$ cat config.mk
export PLATFORM = sky130hd
export DESIGN_NAME = mem_access_unit
export DESIGN_NICKNAME = d
export VERILOG_FILES = /design/src/rtl/mem_access_unit.sv
export SDC_FILE = /design/constraint.sdc
export NUM_CORES = 1
export LEC_CHECK = 0
export BUFFER_PORTS_ARGS = -buffer_cell sky130_fd_sc_hd__buf_4
export CAP_MARGIN = 0
export CORE_ASPECT_RATIO = 0.6
export CORE_MARGIN = 2
export CORE_UTILIZATION = 35
export DETAILED_ROUTE_END_ITERATION = 6
export PLACE_DENSITY_LB_ADDON = 0.1
export SYNTH_ARGS = -nofsm -noshare
export SYNTH_HDL_FRONTEND = slang
export SYNTH_SLANG_ARGS = --single-unit
$ cat constraint.sdc
create_clock -name clk -period 5.7 [get_ports clk]
set_clock_uncertainty 0.2 [all_clocks]
set_input_delay 0.57 -clock clk [delete_from_list [all_inputs] [get_ports clk]]
set_output_delay 0.57 -clock clk [all_outputs]
set_load 0.02 [all_outputs]
$ cat src/rtl/mem_access_unit.sv
// Memory-stage data-bus access unit: issues one LW/SW per instruction on the split
// address/data handshake, stalls the pipeline until it completes, and holds load data.
module mem_access_unit #(
  parameter int          CNT_W = 16,
  parameter logic [5:0]  LW_OP = 6'h23,
  parameter logic [5:0]  SW_OP = 6'h2b
) (
  input  logic             clk,
  input  logic             reset,
  input  logic             M_valid,
  input  logic [5:0]       M_icode,
  input  logic [31:0]      M_addr,
  input  logic [31:0]      M_wdata,
  output logic             dreq_valid,
  output logic [31:0]      dreq_addr,
  output logic [3:0]       dreq_strobe,
  output logic [31:0]      dreq_wdata,
  input  logic             dresp_addr_ok,
  input  logic             dresp_data_ok,
  input  logic [31:0]      dresp_data,
  output logic [31:0]      m_data,
  output logic             mem_stall,
  output logic             m_addr_err,
  output logic [CNT_W-1:0] m_stall_cycles
);

  typedef enum logic [1:0] {IDLE, REQ, WAIT, DONE} state_t;

  state_t             state_q, state_d;
  logic [31:0]        addr_q, addr_d;
  logic [31:0]        wdata_q, wdata_d;
  logic [3:0]         strobe_q, strobe_d;
  logic               is_load_q, is_load_d;
  logic [31:0]        rdata_q, rdata_d;
  logic [CNT_W-1:0]   cnt_q, cnt_d;

  logic is_mem;
  logic aligned;

  assign is_mem  = M_valid && ((M_icode == LW_OP) || (M_icode == SW_OP));
  assign aligned = (M_addr[1:0] == 2'b00);

  always_comb begin
    state_d    = state_q;
    addr_d     = addr_q;
    wdata_d    = wdata_q;
    strobe_d   = strobe_q;
    is_load_d  = is_load_q;
    rdata_d    = rdata_q;
    mem_stall  = 1'b0;
    m_addr_err = 1'b0;
    dreq_valid = 1'b0;

    case (state_q)
      IDLE: begin
        if (is_mem) begin
          if (aligned) begin
            addr_d    = M_addr;
            wdata_d   = M_wdata;
            strobe_d  = (M_icode == SW_OP) ? 4'hF : 4'h0;
            is_load_d = (M_icode == LW_OP);
            mem_stall = 1'b1;
            state_d   = REQ;
          end else begin
            m_addr_err = 1'b1;
          end
        end
      end
      REQ: begin
        dreq_valid = 1'b1;
        mem_stall  = 1'b1;
        // data_ok is only meaningful once the address phase has been accepted
        if (dresp_addr_ok) begin
          if (dresp_data_ok) begin
            if (is_load_q) rdata_d = dresp_data;
            state_d = DONE;
          end else begin
            state_d = WAIT;
          end
        end
      end
      WAIT: begin
        mem_stall = 1'b1;
        if (dresp_data_ok) begin
          if (is_load_q) rdata_d = dresp_data;
          state_d = DONE;
        end
      end
      DONE: begin
        state_d = IDLE;
      end
      default: begin
        state_d = IDLE;
      end
    endcase

    cnt_d = cnt_q;
    if (mem_stall && !(&cnt_q)) cnt_d = cnt_q + CNT_W'(1);
  end

  always_ff @(posedge clk) begin
    if (reset) begin
      state_q   <= IDLE;
      addr_q    <= '0;
      wdata_q   <= '0;
      strobe_q  <= '0;
      is_load_q <= 1'b0;
      rdata_q   <= '0;
      cnt_q     <= '0;
    end else begin
      state_q   <= state_d;
      addr_q    <= addr_d;
      wdata_q   <= wdata_d;
      strobe_q  <= strobe_d;
      is_load_q <= is_load_d;
      rdata_q   <= rdata_d;
      cnt_q     <= cnt_d;
    end
  end

  assign dreq_addr      = addr_q;
  assign dreq_strobe    = strobe_q;
  assign dreq_wdata     = wdata_q;
  assign m_data         = rdata_q;
  assign m_stall_cycles = cnt_q;

endmodule

==> results.sh, run 1 <==
export IMPL_die_h_um=92.6
export IMPL_postCtsSetupRepairBufs=0
export IMPL_io_buffers=225
export IMPL_worstMarginPinSlew_ns=1.25
export IMPL_multi_input_area_um2=2040
export IMPL_rows=32
export IMPL_ys_seq_area_share_pct=50.7
export IMPL_start_util_pct=35.8
export IMPL_crit_top_cell="inv_1"
export IMPL_ir_worst_vdd_mv=0.207
export IMPL_grt_pass1_vias=4085
export IMPL_synthTopCellsByArea="dfxtp_1 (51%), nand2_1 (16%), a21oi_1 (11%)"
export IMPL_synth_ff_type="dfxtp_1"
export IMPL_post_place_ws_ns=2.90
export IMPL_syn2layout_area_growth_pct=51.9
export IMPL_rsz0062_at_grt="no"
export IMPL_slowest_delay_ns=0.76
export IMPL_mappedNetlistNets=681
export IMPL_final_area_um2=6960
export IMPL_io_pins=226
export IMPL_synth_mux_area_share_pct=2.21
export IMPL_syn_avg_cell_area_um2=8.07
export IMPL_final_common_cell="buf_4"
export IMPL_fmax_mhz=312
export IMPL_cts_buffers=17
export IMPL_via_count=4640
export IMPL_cp_top_family="compound AO/OA/AOI/OAI gates"
export IMPL_wire_per_inst_um=14.1
export IMPL_synth_area_leader_cell="dfxtp_1"
export IMPL_grt_max_degree=87
export IMPL_setup_slack_ns=2.50
export IMPL_n_fill_cell=1203
export IMPL_min_path_type="in2reg"
export IMPL_slowest_stage="a31oi_1"
export IMPL_antenna_found_initial=0
export IMPL_min_delay_start="dresp_data[22]"
export IMPL_min_to="m_data[22]"
export IMPL_postCtsHoldBufs=0
export IMPL_die_x_um=152
export IMPL_status="complete, no violations"
export IMPL_grt_pass1_wl_um=20500
export IMPL_fin_cells=956
export IMPL_grtUsageTotal_pct=18.4
export IMPL_critPathRequiredTime_ns=4.93
export IMPL_yosys_area_share_xor_xnor_pct=0
export IMPL_p_leak_uw=0.00289
export IMPL_r2r_cells=6
export IMPL_synth_fa_ha_area_share_pct=1.64
export IMPL_setup_viol=0
export IMPL_path_class="reg2out"
export IMPL_num_antenna_cells=0
export IMPL_synth_warnings=0
export IMPL_core_area_um2=12800
export IMPL_worstPathArrival_ns=2.43
export IMPL_synth_simple_area_share_pct=26.1
export IMPL_synth_top_family_by_area="simple AND/OR/NAND/NOR gates"
export IMPL_syn_inst=568
export IMPL_worst_hold_slack_ns=0.210
export IMPL_cts_sinks=116
export IMPL_synth_enable_flop_cells=0
export IMPL_ctsLongestPathBuffers=2
export IMPL_path_cells="inv_1 -> ha_1 -> nor2b_1 -> a31oi_1 -> inv_1 -> buf_4"
export IMPL_tritoncts="built"
export IMPL_dr_first_iter_drc_count=212
export IMPL_finalHoldViolCount=0
export IMPL_grt_ovfl_total=0
export IMPL_reg2reg_slack_ns=3.06
export IMPL_end_kind="primary output"
export IMPL_syn_area_um2=4580
export IMPL_dp_cells=924
export IMPL_drive_above_1_share_pct=34.0
export IMPL_cts_root_buf="clkbuf_16"
export IMPL_clk_pin_slew_ns=0.06
export IMPL_tns_ns=0
export IMPL_nets=886
export IMPL_place_area_um2=6310
export IMPL_drv_cap=0
export IMPL_ys_seq_elements=116
export IMPL_routabilityCongestion=0.849
export IMPL_firstDrtPassIters=4
export IMPL_relSlewSlack_pct=16.2
export IMPL_drtAntennaViolNets=0
export IMPL_layout_common_cells="buf_4 (227), nand2_1 (197), dfxtp_1 (116)"
export IMPL_clock_latency_ns=0.40
export IMPL_r2r_end="m_stall_cycles[15]"
export IMPL_synth_cell_types=41
export IMPL_dp_hpwl_um=9410
export IMPL_maxSlewViolCount=0
export IMPL_startpoint_type="flop"
export IMPL_die_area_um2=14100
export IMPL_yosysTopAreaCellShare_pct=50.7
export IMPL_power_density_nw_per_um2=315
export IMPL_reg2reg_from="state_q[0]"
export IMPL_drcViolationCount=0
export IMPL_synth_compound_area_share_pct=14.5
export IMPL_whs_path_depth=3
export IMPL_h_tree_depth=4
export IMPL_path_buf_inv=3
export IMPL_vias_per_cell=4.85
export IMPL_wl_um=13500
export IMPL_cts_resized=0
export IMPL_period_share_pct=56.2
export IMPL_final_seq_area_um2=2320
export IMPL_async_reset_ff_share_pct=0
export IMPL_post_route_min_period_ns=3.20
export IMPL_critical_path_max_fanout=13
-- synthesized netlist by cell type, types with 2 or more instances --
cell and instances:
or3_1 4, a21oi_1 104, and3_1 3, nand3_1 6, o31ai_1 6, nor2b_1 8
nor4_1 7, nor2_1 12, a31oi_1 2, nor3_1 2, inv_1 9, nand4_1 5
or4_1 6, nand2_1 197, mux2_1 9, o21ai_1 2, ha_1 6, nor3b_1 3
clkbuf_1 27, dfxtp_1 116, buf_6 2, buf_4 3, buf_2 8, and4_1 4
-- through the flow --
stage                     util (%)  total power, uW
final                         54.3             2190
after global routing          54.3             2280
after CTS                     54.3             2210
after detailed placement      49.2             1050
after global placement        49.2             1050
after floorplan                  -              957
-- logic make-up after synthesis --
family	Yosys count
simple gates	265
compound gates	122
flops	116
buf+inv	50
mux	9
fa+ha+maj	6
-- metal layers --
metal,GRT usage [%],wire [um]
met1,23.8,6120
met2,27.5,5880
met3,7.19,1250
met4,7.48,265
met5,0,0
-- worst max-delay path by stage --
stage / start / end / slack [ns] / cells after the start
after global routing: state_q[0] / mem_stall / 2.39 / 6
final: state_q[0] / mem_stall / 2.50 / 6
after CTS: state_q[0] / mem_stall / 2.53 / 6
after floorplan: M_icode[4] / m_addr_err / 3.43 / 3
after detailed placement: M_icode[4] / dreq_addr[5] / 2.90 / 5
after global placement: M_icode[4] / dreq_strobe[2] / 2.92 / 5
-- worst reg2reg max path: stages, from the launching register on --
cell,delay [ns]
dfxtp_1,0.33
inv_1,0.16
ha_1,0.28
nor4b_2,0.22
a31oi_1,0.38
or4b_1,0.64
mux2_1,0.32
-- report_power, final --
group          internal [uW]  switching (uW)
Clock                    762             393
Combinational           96.0             107
Sequential               820            13.3
Total                   1680             514
-- state kept, by name, summed over array words and instances, names as in the netlist --
name and count:
state_q 2, is_load_q 1, m_stall_cycles 16, dreq_strobe 1, m_data 32, dreq_wdata 32, dreq_addr 32
-- area by class of cell --
cell class / instances / share of cell area (%)
clock buffers: 19 / 6.51
clock inverters: 13 / 2.81
inverters: 9 / 0.486
multi-input cells: 402 / 29.3
flip-flops and latches: 116 / 33.4
well taps: 170 / 3.06
repair buffers: 227 / 24.5
(Power assumes the default switching activity.)
==> inputs of run 2 (changes only) <==
- clock period: 5.7 -> 2.95 ns (I/O delays scaled with it)
==> run 2 against run 1 <==
- flip-flop and latch count stayed put
- global-route usage is 2.4 points higher
- register-to-register slack worse by 2.7 ns
- sequential power grew 93%
- non-clock buffer count is 99 higher
- critical path depth stayed put
- combinational power increased by 150%
==> results.sh, run 2 (synthesis gave the netlist of run 1 again) <==
export IMPL_ir_worst_vdd_mv=0.418
export IMPL_layout_common_cells="buf_4 (230), nand2_1 (197), dfxtp_1 (116)"
export IMPL_r2r_cells=6
export IMPL_postCtsSetupRepairBufs=0
export IMPL_cts_root_buf="clkbuf_16"
export IMPL_tritoncts="built"
export IMPL_min_path_type="in2reg"
export IMPL_status="complete, no violations"
export IMPL_period_share_pct=88.0
export IMPL_drtAntennaViolNets=0
export IMPL_antenna_found_initial=0
export IMPL_whs_path_depth=3
export IMPL_grt_pass1_wl_um=23200
export IMPL_die_x_um=152
export IMPL_critical_path_max_fanout=13
export IMPL_io_buffers=225
export IMPL_setup_viol=0
export IMPL_via_count=5085
export IMPL_post_route_min_period_ns=2.60
export IMPL_h_tree_depth=4
export IMPL_relSlewSlack_pct=20.2
export IMPL_wl_um=15200
export IMPL_rsz0062_at_grt="no"
export IMPL_final_seq_area_um2=2320
export IMPL_min_delay_start="M_icode[5]"
export IMPL_maxSlewViolCount=0
export IMPL_worstMarginPinSlew_ns=1.20
export IMPL_fmax_mhz=385
export IMPL_reg2reg_slack_ns=0.40
export IMPL_fin_cells=1055
export IMPL_dp_cells=928
export IMPL_n_fill_cell=1046
export IMPL_vias_per_cell=4.82
export IMPL_grt_ovfl_total=0
export IMPL_place_area_um2=6350
export IMPL_start_util_pct=35.8
export IMPL_cts_buffers=17
export IMPL_die_area_um2=14100
export IMPL_p_leak_uw=0.00334
export IMPL_routabilityCongestion=0.788
export IMPL_final_area_um2=7990
export IMPL_drive_above_1_share_pct=30.7
export IMPL_dp_hpwl_um=9680
export IMPL_num_antenna_cells=0
export IMPL_reg2reg_from="state_q[1]"
export IMPL_ctsLongestPathBuffers=2
export IMPL_core_area_um2=12800
export IMPL_grtUsageTotal_pct=20.9
export IMPL_path_class="reg2out"
export IMPL_post_place_ws_ns=0.365
export IMPL_dr_first_iter_drc_count=298
export IMPL_cts_sinks=116
export IMPL_clk_pin_slew_ns=0.06
export IMPL_grt_pass1_vias=4676
export IMPL_critPathRequiredTime_ns=2.46
export IMPL_power_density_nw_per_um2=558
export IMPL_min_to="dreq_strobe[2]"
export IMPL_r2r_end="m_data[2]"
export IMPL_grt_max_degree=70
export IMPL_worst_hold_slack_ns=0.0279
export IMPL_die_h_um=92.6
export IMPL_nets=985
export IMPL_drcViolationCount=0
export IMPL_drv_cap=0
export IMPL_rows=32
export IMPL_worstPathArrival_ns=2.10
export IMPL_startpoint_type="flop"
export IMPL_firstDrtPassIters=4
export IMPL_tns_ns=0
export IMPL_io_pins=226
export IMPL_final_common_cell="buf_4"
export IMPL_wire_per_inst_um=14.4
export IMPL_end_kind="primary output"
export IMPL_setup_slack_ns=0.354
export IMPL_syn2layout_area_growth_pct=74.3
export IMPL_clock_latency_ns=0.41
export IMPL_finalHoldViolCount=0
export IMPL_multi_input_area_um2=2040
run 2: changes by cell type in the layout (fill, tap and decap cells not counted), moves of 3 or more:
cell / previous run / this run
inv_6: 4 / 1
clkinvlp_4: 3 / 0
dlygate4sd3_1: 0 / 95
buf_4: 227 / 230
clkinv_4: 2 / 6
run 2: metrics by stage:
| step | total power [uW] | util [%] |
|---|---|---|
| floorplan | 1850 | - |
| global placement | 2020 | 49.6 |
| detailed placement | 2030 | 49.6 |
| CTS | 4480 | 62.3 |
| global route | 4630 | 62.3 |
| finish | 4450 | 62.3 |
run 2: layout make-up:
type | instances | area share, %
timing repair buffer | 326 | 33.8
multi-input combinational | 402 | 25.6
clock inverter | 13 | 2.79
sequential | 116 | 29.1
tap | 170 | 2.66
inverter | 9 | 0.423
clock buffer | 19 | 5.67
run 2: worst max-delay path, stage by stage (launching register included):
cell and delay (ns):
dfxtp_1 0.35, inv_1 0.11, ha_1 0.28, nor4b_2 0.19, a31oi_2 0.51, inv_1 0.08, buf_4 0.17
run 2: how the worst max path moves through the flow:
| stage | startpoint | end | slack (ns) | cells past startpoint |
|---|---|---|---|---|
| final | state_q[0] | mem_stall | 0.35 | 6 |
| after global routing | state_q[0] | mem_stall | 0.16 | 6 |
| after CTS | state_q[0] | mem_stall | 0.11 | 6 |
| after detailed placement | state_q[0] | m_stall_cycles[15] | 0.37 | 6 |
| after global placement | state_q[0] | m_stall_cycles[15] | 0.42 | 6 |
| after floorplan | m_stall_cycles[0] | m_stall_cycles[5] | 0.79 | 6 |
run 2: per-layer routing:
layer	GRT usage [%]	up-vias	wire length, um
li1	-	2522	-
met1	26.1	2336	6760
met2	33.1	197	6770
met3	7.88	30	1370
met4	6.94	0	286
met5	0	-	0
run 2: timing repair:
item,in CTS,in global routing
gates resized for setup,0,1
setup endpoints to repair,0,1
hold buffers,95,0
endpoints found under the hold margin,96,0
run 2: power by group:
| part | internal (uW) | switching, uW |
|---|---|---|
| registers | 1580 | 24.9 |
| logic | 271 | 233 |
| clock network | 1560 | 780 |
